File: src/rtl/avl_wr_pkg.sv
// Shared types and constants for the Avalon-MM burst writer.
package avl_wr_pkg;

  localparam int unsigned DATA_W         = 128;
  localparam int unsigned ADDR_W         = 32;
  localparam int unsigned BE_W           = 16;
  localparam int unsigned BYTES_PER_BEAT = 16;

  typedef enum logic [0:0] {
    StIdle,
    StBurst
  } wr_state_e;

  // Advance to the next burst address, folding back to base at the end of the window.
  function automatic logic [ADDR_W-1:0] next_burst_addr(
    input logic [ADDR_W-1:0] cur,
    input logic [ADDR_W-1:0] step,
    input logic [ADDR_W-1:0] base,
    input logic [ADDR_W-1:0] end_addr
  );
    logic [ADDR_W-1:0] nxt;
    nxt = cur + step;
    return (nxt == end_addr) ? base : nxt;
  endfunction

endpackage

File: src/rtl/sync_fifo.sv
// Single-clock FIFO with registered full/empty flags and an occupancy count.
module sync_fifo #(
  parameter int unsigned WIDTH = 128,
  parameter int unsigned DEPTH = 16
) (
  input  logic                     clk,
  input  logic                     areset,
  input  logic                     push,
  input  logic [WIDTH-1:0]         wdata,
  input  logic                     pop,
  output logic [WIDTH-1:0]         rdata,
  output logic                     full,
  output logic                     empty,
  output logic [$clog2(DEPTH):0]   occupancy
);

  localparam int unsigned PTR_W = (DEPTH > 1) ? $clog2(DEPTH) : 1;
  localparam int unsigned CNT_W = $clog2(DEPTH) + 1;

  logic [WIDTH-1:0] mem_q [DEPTH];
  logic [PTR_W-1:0] wr_ptr_q, wr_ptr_d, rd_ptr_q, rd_ptr_d;
  logic [CNT_W-1:0] cnt_q, cnt_d;
  logic             full_q, full_d, empty_q, empty_d;
  logic             do_push, do_pop;

  // Guard against overflow/underflow regardless of what the caller requests.
  assign do_push = push && !full_q;
  assign do_pop  = pop && !empty_q;

  // Next-state for pointers, occupancy and the registered flags.
  always_comb begin
    wr_ptr_d = wr_ptr_q;
    rd_ptr_d = rd_ptr_q;
    if (do_push) begin
      wr_ptr_d = (wr_ptr_q == PTR_W'(DEPTH - 1)) ? '0 : wr_ptr_q + PTR_W'(1);
    end
    if (do_pop) begin
      rd_ptr_d = (rd_ptr_q == PTR_W'(DEPTH - 1)) ? '0 : rd_ptr_q + PTR_W'(1);
    end
    cnt_d   = cnt_q + CNT_W'(do_push) - CNT_W'(do_pop);
    full_d  = (cnt_d == CNT_W'(DEPTH));
    empty_d = (cnt_d == '0);
  end

  // Pointer/flag state; full resets high so upstream is held off until the first edge after release.
  always_ff @(posedge clk or posedge areset) begin
    if (areset) begin
      wr_ptr_q <= '0;
      rd_ptr_q <= '0;
      cnt_q    <= '0;
      full_q   <= 1'b1;
      empty_q  <= 1'b1;
    end else begin
      wr_ptr_q <= wr_ptr_d;
      rd_ptr_q <= rd_ptr_d;
      cnt_q    <= cnt_d;
      full_q   <= full_d;
      empty_q  <= empty_d;
    end
  end

  // Storage array; contents need no reset since pointers gate visibility.
  always_ff @(posedge clk) begin
    if (do_push) begin
      mem_q[wr_ptr_q] <= wdata;
    end
  end

  assign rdata     = mem_q[rd_ptr_q];
  assign full      = full_q;
  assign empty     = empty_q;
  assign occupancy = cnt_q;

endmodule

File: src/rtl/avl_burst_writer.sv
// Buffers upstream words and writes them to Avalon-MM as fixed-length bursts.
module avl_burst_writer
  import avl_wr_pkg::*;
#(
  parameter int unsigned BURST_LEN  = 8,
  parameter int unsigned FIFO_DEPTH = 16,
  parameter logic [31:0] BASE_ADDR  = 32'h0000_0000,
  parameter logic [31:0] ADDR_SPAN  = 32'h0001_0000
) (
  input  logic              clk,
  input  logic              areset,
  input  logic              in_valid,
  input  logic [DATA_W-1:0] in_data,
  output logic              in_ready,
  output logic [ADDR_W-1:0] avm_address,
  output logic              avm_write,
  output logic [DATA_W-1:0] avm_writedata,
  output logic [BE_W-1:0]   avm_byteenable,
  output logic [7:0]        avm_burstcount,
  input  logic              avm_waitrequest,
  output logic [31:0]       bursts_done
);

  localparam int unsigned       OCC_W       = $clog2(FIFO_DEPTH) + 1;
  localparam int unsigned       BEAT_W      = $clog2(BURST_LEN) + 1;
  localparam logic [ADDR_W-1:0] BURST_BYTES = ADDR_W'(BURST_LEN * BYTES_PER_BEAT);
  // May wrap to 0 when the window ends at the top of the address space; equality still works.
  localparam logic [ADDR_W-1:0] ADDR_END    = BASE_ADDR + ADDR_SPAN;

  wr_state_e         state_q, state_d;
  logic [BEAT_W-1:0] beat_q, beat_d;
  logic [ADDR_W-1:0] addr_q, addr_d;
  logic [31:0]       done_q, done_d;

  logic              fifo_push, fifo_pop, fifo_full, fifo_empty;
  logic [DATA_W-1:0] fifo_rdata;
  logic [OCC_W-1:0]  occupancy;

  assign in_ready  = !fifo_full;
  assign fifo_push = in_valid && in_ready;

  sync_fifo #(
    .WIDTH (DATA_W),
    .DEPTH (FIFO_DEPTH)
  ) u_fifo (
    .clk       (clk),
    .areset    (areset),
    .push      (fifo_push),
    .wdata     (in_data),
    .pop       (fifo_pop),
    .rdata     (fifo_rdata),
    .full      (fifo_full),
    .empty     (fifo_empty),
    .occupancy (occupancy)
  );

  // Burst sequencing: start only with a full burst buffered, pop one entry per accepted beat.
  always_comb begin
    state_d   = state_q;
    beat_d    = beat_q;
    addr_d    = addr_q;
    done_d    = done_q;
    avm_write = 1'b0;
    fifo_pop  = 1'b0;
    unique case (state_q)
      StIdle: begin
        beat_d = '0;
        if (!fifo_empty && (occupancy >= OCC_W'(BURST_LEN))) begin
          state_d = StBurst;
        end
      end
      StBurst: begin
        avm_write = 1'b1;
        if (!avm_waitrequest) begin
          fifo_pop = 1'b1;
          if (beat_q == BEAT_W'(BURST_LEN - 1)) begin
            state_d = StIdle;
            beat_d  = '0;
            done_d  = done_q + 32'd1;
            addr_d  = next_burst_addr(addr_q, BURST_BYTES, BASE_ADDR, ADDR_END);
          end else begin
            beat_d = beat_q + BEAT_W'(1);
          end
        end
      end
      default: state_d = StIdle;
    endcase
  end

  // Sequencer state; reset abandons any burst in flight.
  always_ff @(posedge clk or posedge areset) begin
    if (areset) begin
      state_q <= StIdle;
      beat_q  <= '0;
      addr_q  <= BASE_ADDR;
      done_q  <= '0;
    end else begin
      state_q <= state_d;
      beat_q  <= beat_d;
      addr_q  <= addr_d;
      done_q  <= done_d;
    end
  end

  assign avm_address    = addr_q;
  assign avm_writedata  = avm_write ? fifo_rdata : '0;
  assign avm_byteenable = '1;
  assign avm_burstcount = 8'(BURST_LEN);
  assign bursts_done    = done_q;

endmodule

File: config.mk
export PLATFORM = sky130hd
export DESIGN_NAME = avl_burst_writer
export DESIGN_NICKNAME = d
export VERILOG_FILES = /design/src/rtl/avl_wr_pkg.sv /design/src/rtl/sync_fifo.sv /design/src/rtl/avl_burst_writer.sv
export SDC_FILE = /design/constraint.sdc
export NUM_CORES = 2
export LEC_CHECK = 0
export BUFFER_PORTS_ARGS = -buffer_cell sky130_fd_sc_hd__buf_4
export CORE_UTILIZATION = 60
export DETAILED_ROUTE_END_ITERATION = 6
export HOLD_SLACK_MARGIN = 0.05
export PLACE_DENSITY_LB_ADDON = 0.3
export SKIP_CTS_REPAIR_TIMING = 1
export SYNTH_ARGS = -nofsm -noshare
export SYNTH_HDL_FRONTEND = slang
export SYNTH_SLANG_ARGS = --single-unit
File: constraint.sdc
create_clock -name clk -period 13.5 [get_ports clk]
set_input_delay 1.35 -clock clk [delete_from_list [all_inputs] [get_ports clk]]
set_output_delay 1.35 -clock clk [all_outputs]
set_load 0.01 [all_outputs]
-- Yosys cells after proc, flatten, opt, wreduce, memory -nomap -nowiden
Memories as Yosys holds them, arrays and structs flattened.
Index checks and enable logic that the tools add are counted.
- $lt $le $gt $ge: 1
- bitwise logic cells: 2
- reductions and logical operators: 8
- mux-type cells: 16
- add/subtract/negate cells: 7
- equality and inequality tests: 6
- operators by type and width (operator ; count):
    128-bit 2-to-1 mux ; 1
    32-bit by 1-bit adder with 32-bit output, second input constant ; 1
    32-bit by 8-bit adder with 32-bit output, second input constant ; 1
    32-bit by 17-bit == test with 1-bit output, second input constant ; 1
    32-bit 2-to-1 mux ; 1
    4-bit 2-to-1 mux ; 4
    4-bit by 1-bit adder with 4-bit output, second input constant ; 3
    4-bit == test, second input constant ; 2
    1-bit 2-to-1 mux ; 8
    4-bit one-hot mux with 2 select lines ; 1
    5-bit by 1-bit adder with 5-bit output ; 1
    5-bit == test, second input constant ; 1
    5-bit by 4-bit >= comparator with 1-bit output, second input constant ; 1
    5-bit zero test ; 1
    5-bit by 1-bit subtractor with 5-bit output ; 1
    4-bit by 3-bit == test with 1-bit output, second input constant ; 1
    1-bit logical AND ; 4
    3-bit AND reduction ; 1
    1-bit zero test ; 2
    2-bit != test, second input constant ; 1
    1-bit NOT ; 2
    1-bit one-hot mux with 2 select lines ; 1
- memories kept: 1
- logic and storage cells: 50
- memory bits (writable): 2048
- input bits: 132
- output and inout port bits: 218
- register bits after elaboration: 84
- memory list (memory ; depth ; width ; read ports ; clocked after memory_dff ; write ports ; RTL line ; text):
    u_fifo.mem_q ; 16 ; 128 ; 1 ; 0 ; 1 ; sync_fifo.sv:20 ; logic [WIDTH-1:0] mem_q [DEPTH];

-- Longest topological paths before layout
- depth after elaboration: 6
- depth in mapped cells: 11
- mapped depth without buffers: 10

-- Modules after synthesis
A second synthesis with hierarchy kept.
- cells, all modules: 4272
- area total of the unflattened synthesis: 83234.8 um^2
- modules (own cells, without submodules) (module ; instances ; area each (um^2) ; seq. area each (um^2) ; cells each):
    sync_fifo ; 1 ; 78942.0 ; 61876.8 ; 3790
    avl_burst_writer ; 1 ; 4292.9 ; 1551.5 ; 482

-- Least setup slack after synthesis
Ideal clock, no wire load.
- kind: input-to-reg
- from: input port in_valid
- to: memory u_fifo.mem_q[3][0], enable pin
- buffers on the path: 1
- stages on the path: 4
- library setup time: 0.772 ns
- arrival time: 10.583 ns
- data required time: 12.728 ns
- path slack: 2.146 ns
- cell sequence: nor2b_1 -> clkbuf_1 -> nand2_1 -> nor3_1
- longest elaborated chain between the ends: 4
- ends and longest elaborated chain (what ; RTL line ; text):
    start, declared ; avl_burst_writer.sv:12 ; input logic in_valid,
    1-bit logical AND ; avl_burst_writer.sv:40 ; assign fifo_push = in_valid && in_ready;
    1-bit logical AND ; sync_fifo.sv:27 ; assign do_push = push && !full_q;
    named net u_fifo.do_push ; sync_fifo.sv:24 ; logic do_push, do_pop;
    1-bit 2-to-1 mux ; sync_fifo.sv:64 ; if (do_push) begin
    1-bit 2-to-1 mux (not written as such) ; sync_fifo.sv:65 ; mem_q[wr_ptr_q] <= wdata;
    end, declared ; sync_fifo.sv:20 ;
The timed path passes the listed nets, and every way through them passes these cells.

-- Worst setup path in the final report
- from: register u_fifo.rd_ptr_q[1]
- to: output port avm_writedata[25]
- longest elaborated chain between the ends: 2
- ends and longest elaborated chain (what ; RTL line ; text):
    start, declared ; sync_fifo.sv:21 ; logic [PTR_W-1:0] wr_ptr_q, wr_ptr_d, rd_ptr_q, rd_ptr_d;
    start signal, assigned ; sync_fifo.sv:55 ; rd_ptr_q <= rd_ptr_d;
    memory 16 x 128 bit ; n/a ;
    128-bit 2-to-1 mux ; avl_burst_writer.sv:106 ; assign avm_writedata = avm_write ? fifo_rdata : '0;
    end, declared ; avl_burst_writer.sv:17 ; output logic [DATA_W-1:0] avm_writedata,
Every way passes these cells.

==> metrics <==
initial detailed-routing violation count 4103; Max Freq 0.156 GHz; CP Class register to primary output; Cell Area, Synth 81900 um^2; RSZ-0062 raised after global routing false; Least-Margin Pin Slew 1.13 ns; clk_skew 0.0270 ns; Most used DFF post-synth edfxtp_1; final setup violation count 0; Post-Syn Area per Cell 23.9 um^2; # port buffers 318; Post-Syn Instances 3424; VDD IR max 0.000147 V; Reg2Reg Depth 6; final wirelength 181000 um; vias 37600; switching pwr 0.00558 W; core footprint 135000 um^2; post-synth cell types 59; Tmin final 6.43 ns; boundary pin count 350; number of global-route vias before repair 38300; Reg power frac 0.420; multi-input logic area 17400 um^2; crit start category register; drt drc 0; reg-to-reg endpoint u_fifo.mem_q[12][39]; crit-path max FO 73; Fillers 8085; Max Transition Viols Final 0; Leak 29.8 nW; routability cong. 0.810; sequential fraction of the synthesis area 0.775; first-pass GRT wire length 261000 um; CTS max path bufs 3; die width 371 um; initial antenna violation count 22; final net count 3992; Clk Latency, worst-skew pair 0.84 ns; setup TNS 0 ns; Ys Warns 0; Worst Path Arrival 5.08 ns; drt wl/cell 31.0 um; CTS tree yes; Initial DRT Pass Iterations 5; vias per cell 6.47; worst min-delay path class primary input to asynchronous set/reset pin; clock root cell clkbuf_16; final hold vios 0; Site Rows 135; final worst setup slack 7.07 ns; worst endpoint required time 12.15 ns; Critical R2R Launch u_fifo.full; Clock power frac 0.282; Async SR Flop Fraction 0.0362; All-Layer GR Usage 0.267; max-cap violations 0; Critical Path End Type primary output; Die Ht 371 um; outcome finished, final reports clean; CTS H-tree depth 4; ANT nets after route 0; Final HPWL DP 88500 um; Worst slew margin 0.248; layout cells sized above 1 0.334; sw frac 0.286; largest net degree at the start of global routing 110; die area 138000 um^2; Layout area overhead 13.2%; Gate power share 0.298; # clock sinks 2125; cts bufs inserted 203; initial core utilization 0.604; Power Dens Cells 210 nW/um^2; flop2flop setup slack 9.57 ns; post-route clock period utilization 0.476; total gr overflow 0; dpl ws 7.85 ns; Post-synth EDFFs 2048; P_int 0.0139 W; register bit total from synthesis 2125; clock slew at reported path FFs 0.06 ns; register area 63400 um^2
==> cell usage in the layout, fill, tap and decap left out, drive strengths merged, types with 2 or more instances in the layout <==
| cell type | n |
|---|---|
| nor3 | 12 |
| and2 | 133 |
| diode | 12 |
| buf | 395 |
| a211oi | 2 |
| xnor2 | 53 |
| and4 | 4 |
| o21ai | 8 |
| clkinvlp | 2 |
| xor2 | 15 |
| o21a | 2 |
| a21o | 2 |
| clkinv | 90 |
| nor2 | 37 |
| inv | 31 |
| mux4 | 640 |
| edfxtp | 2048 |
| bufinv | 16 |
| conb | 31 |
| nand4 | 21 |
| nor3b | 3 |
| ha | 14 |
| nor2b | 5 |
| nand2b | 3 |
| clkbuf | 264 |
| nand2 | 42 |
| a21oi | 9 |
| nand3 | 25 |
| dfstp | 2 |
| nor4 | 4 |
| dfrtp | 75 |
| and3 | 8 |
| or4 | 3 |
| mux2i | 2 |
| or2 | 3 |
==> worst max-delay path: stages (launching register included) <==
cell and delay (ns):
dfrtp_4 1.15, buf_4 0.75, buf_4 0.91, mux4_2 0.45, mux4_2 0.52, and2_1 0.21, buf_4 0.15
==> per-stage QoR <==
stage / utilization / hold slack [ns] / power [W] / area (um^2) / std cells
after global routing: 0.684 / 0.503 / 0.0202 / 92600 / 5814
after floorplan: - / 0.507 / 0.0122 / 82000 / 3453
after CTS: 0.684 / 0.449 / 0.0197 / 92600 / 5805
final: 0.684 / 0.491 / 0.0195 / 92600 / 5817
after global placement: 0.636 / 0.466 / 0.0141 / 86200 / 5421
after detailed placement: 0.636 / 0.486 / 0.0142 / 86200 / 5421
==> power groups by stage <==
stage / clock network (W) / logic (W) / registers, W
final: 0.00549 / 0.00581 / 0.00819
after detailed placement: 0 / 0.00586 / 0.00832
after global routing: 0.00582 / 0.00617 / 0.00824
after global placement: 0 / 0.00582 / 0.00829
after CTS: 0.00557 / 0.00591 / 0.00820
after floorplan: 0 / 0.00397 / 0.00826
==> layout make-up <==
type | instances | area share
clock inverters | 120 | 0.0116
flip-flops and latches | 2125 | 0.685
clock buffers | 264 | 0.0579
diodes | 12 | 0.000324
repair buffers | 395 | 0.0324
multi-input cells | 1101 | 0.188
inverters | 19 | 0.000770
well taps | 1781 | 0.0241
==> synth_stat cells (all sizes together) (19+ instances only) <==
cell | number | area share
inv | 19 | 0.00087
nor2 | 37 | 0.0017
mux4 | 640 | 0.18
nand4 | 21 | 0.0017
nand2 | 42 | 0.0019
xnor2 | 53 | 0.0057
clkbuf | 98 | 0.0045
buf | 110 | 0.0095
dfrtp | 75 | 0.023
nand3 | 25 | 0.0015
edfxtp | 2048 | 0.75
and2 | 133 | 0.010
==> routing by layer <==
metal | vias to the layer above | track usage | wire length, um
met5 | - | 0 | 109
met4 | 20 | 0.0741 | 3830
met3 | 248 | 0.0575 | 15400
met2 | 1866 | 0.429 | 90600
met1 | 20200 | 0.376 | 70600
li1 | 15300 | - | -
==> how the worst max path moves through the flow <==
stage / slack, ns / cells past startpoint / to / from
floorplan: 2.15 / 4 / u_fifo.mem_q[3][0] / in_valid
CTS: 6.92 / 6 / avm_writedata[18] / u_fifo.rd_ptr_q[0]
global placement: 7.86 / 6 / avm_writedata[127] / u_fifo.rd_ptr_q[0]
finish: 7.07 / 6 / avm_writedata[25] / u_fifo.rd_ptr_q[1]
detailed placement: 7.85 / 6 / avm_writedata[127] / u_fifo.rd_ptr_q[0]
global route: 6.74 / 6 / avm_writedata[15] / u_fifo.rd_ptr_q[0]
==> sequential cells by signal (all words and copies together) (netlist names) <==
signal,flops
u_fifo.mem_q,2048
bursts_done,32
avm_address,25
u_fifo.occupancy,5
beat_q,4
u_fifo.rd_ptr_q,4
u_fifo.wr_ptr_q,4
state_q,1
u_fifo.empty,1
u_fifo.full,1
==> kinds of logic (layout without fill, tap and decap cells) <==
family	after synthesis	count (layout)	synth area share
muxes	643	643	0.176
xor gates and xnor gates	68	68	0.00728
adders and majority gates	15	15	0.00238
and+or+nand+nor	308	308	0.0211
AOI/OAI and AO/OA	36	36	0.00290
DFF	2125	2125	0.775
buffers and inverters	227	798	0.0149
other	2	43	0.0000917
Note: power is estimated with default switching activity, not from simulation.
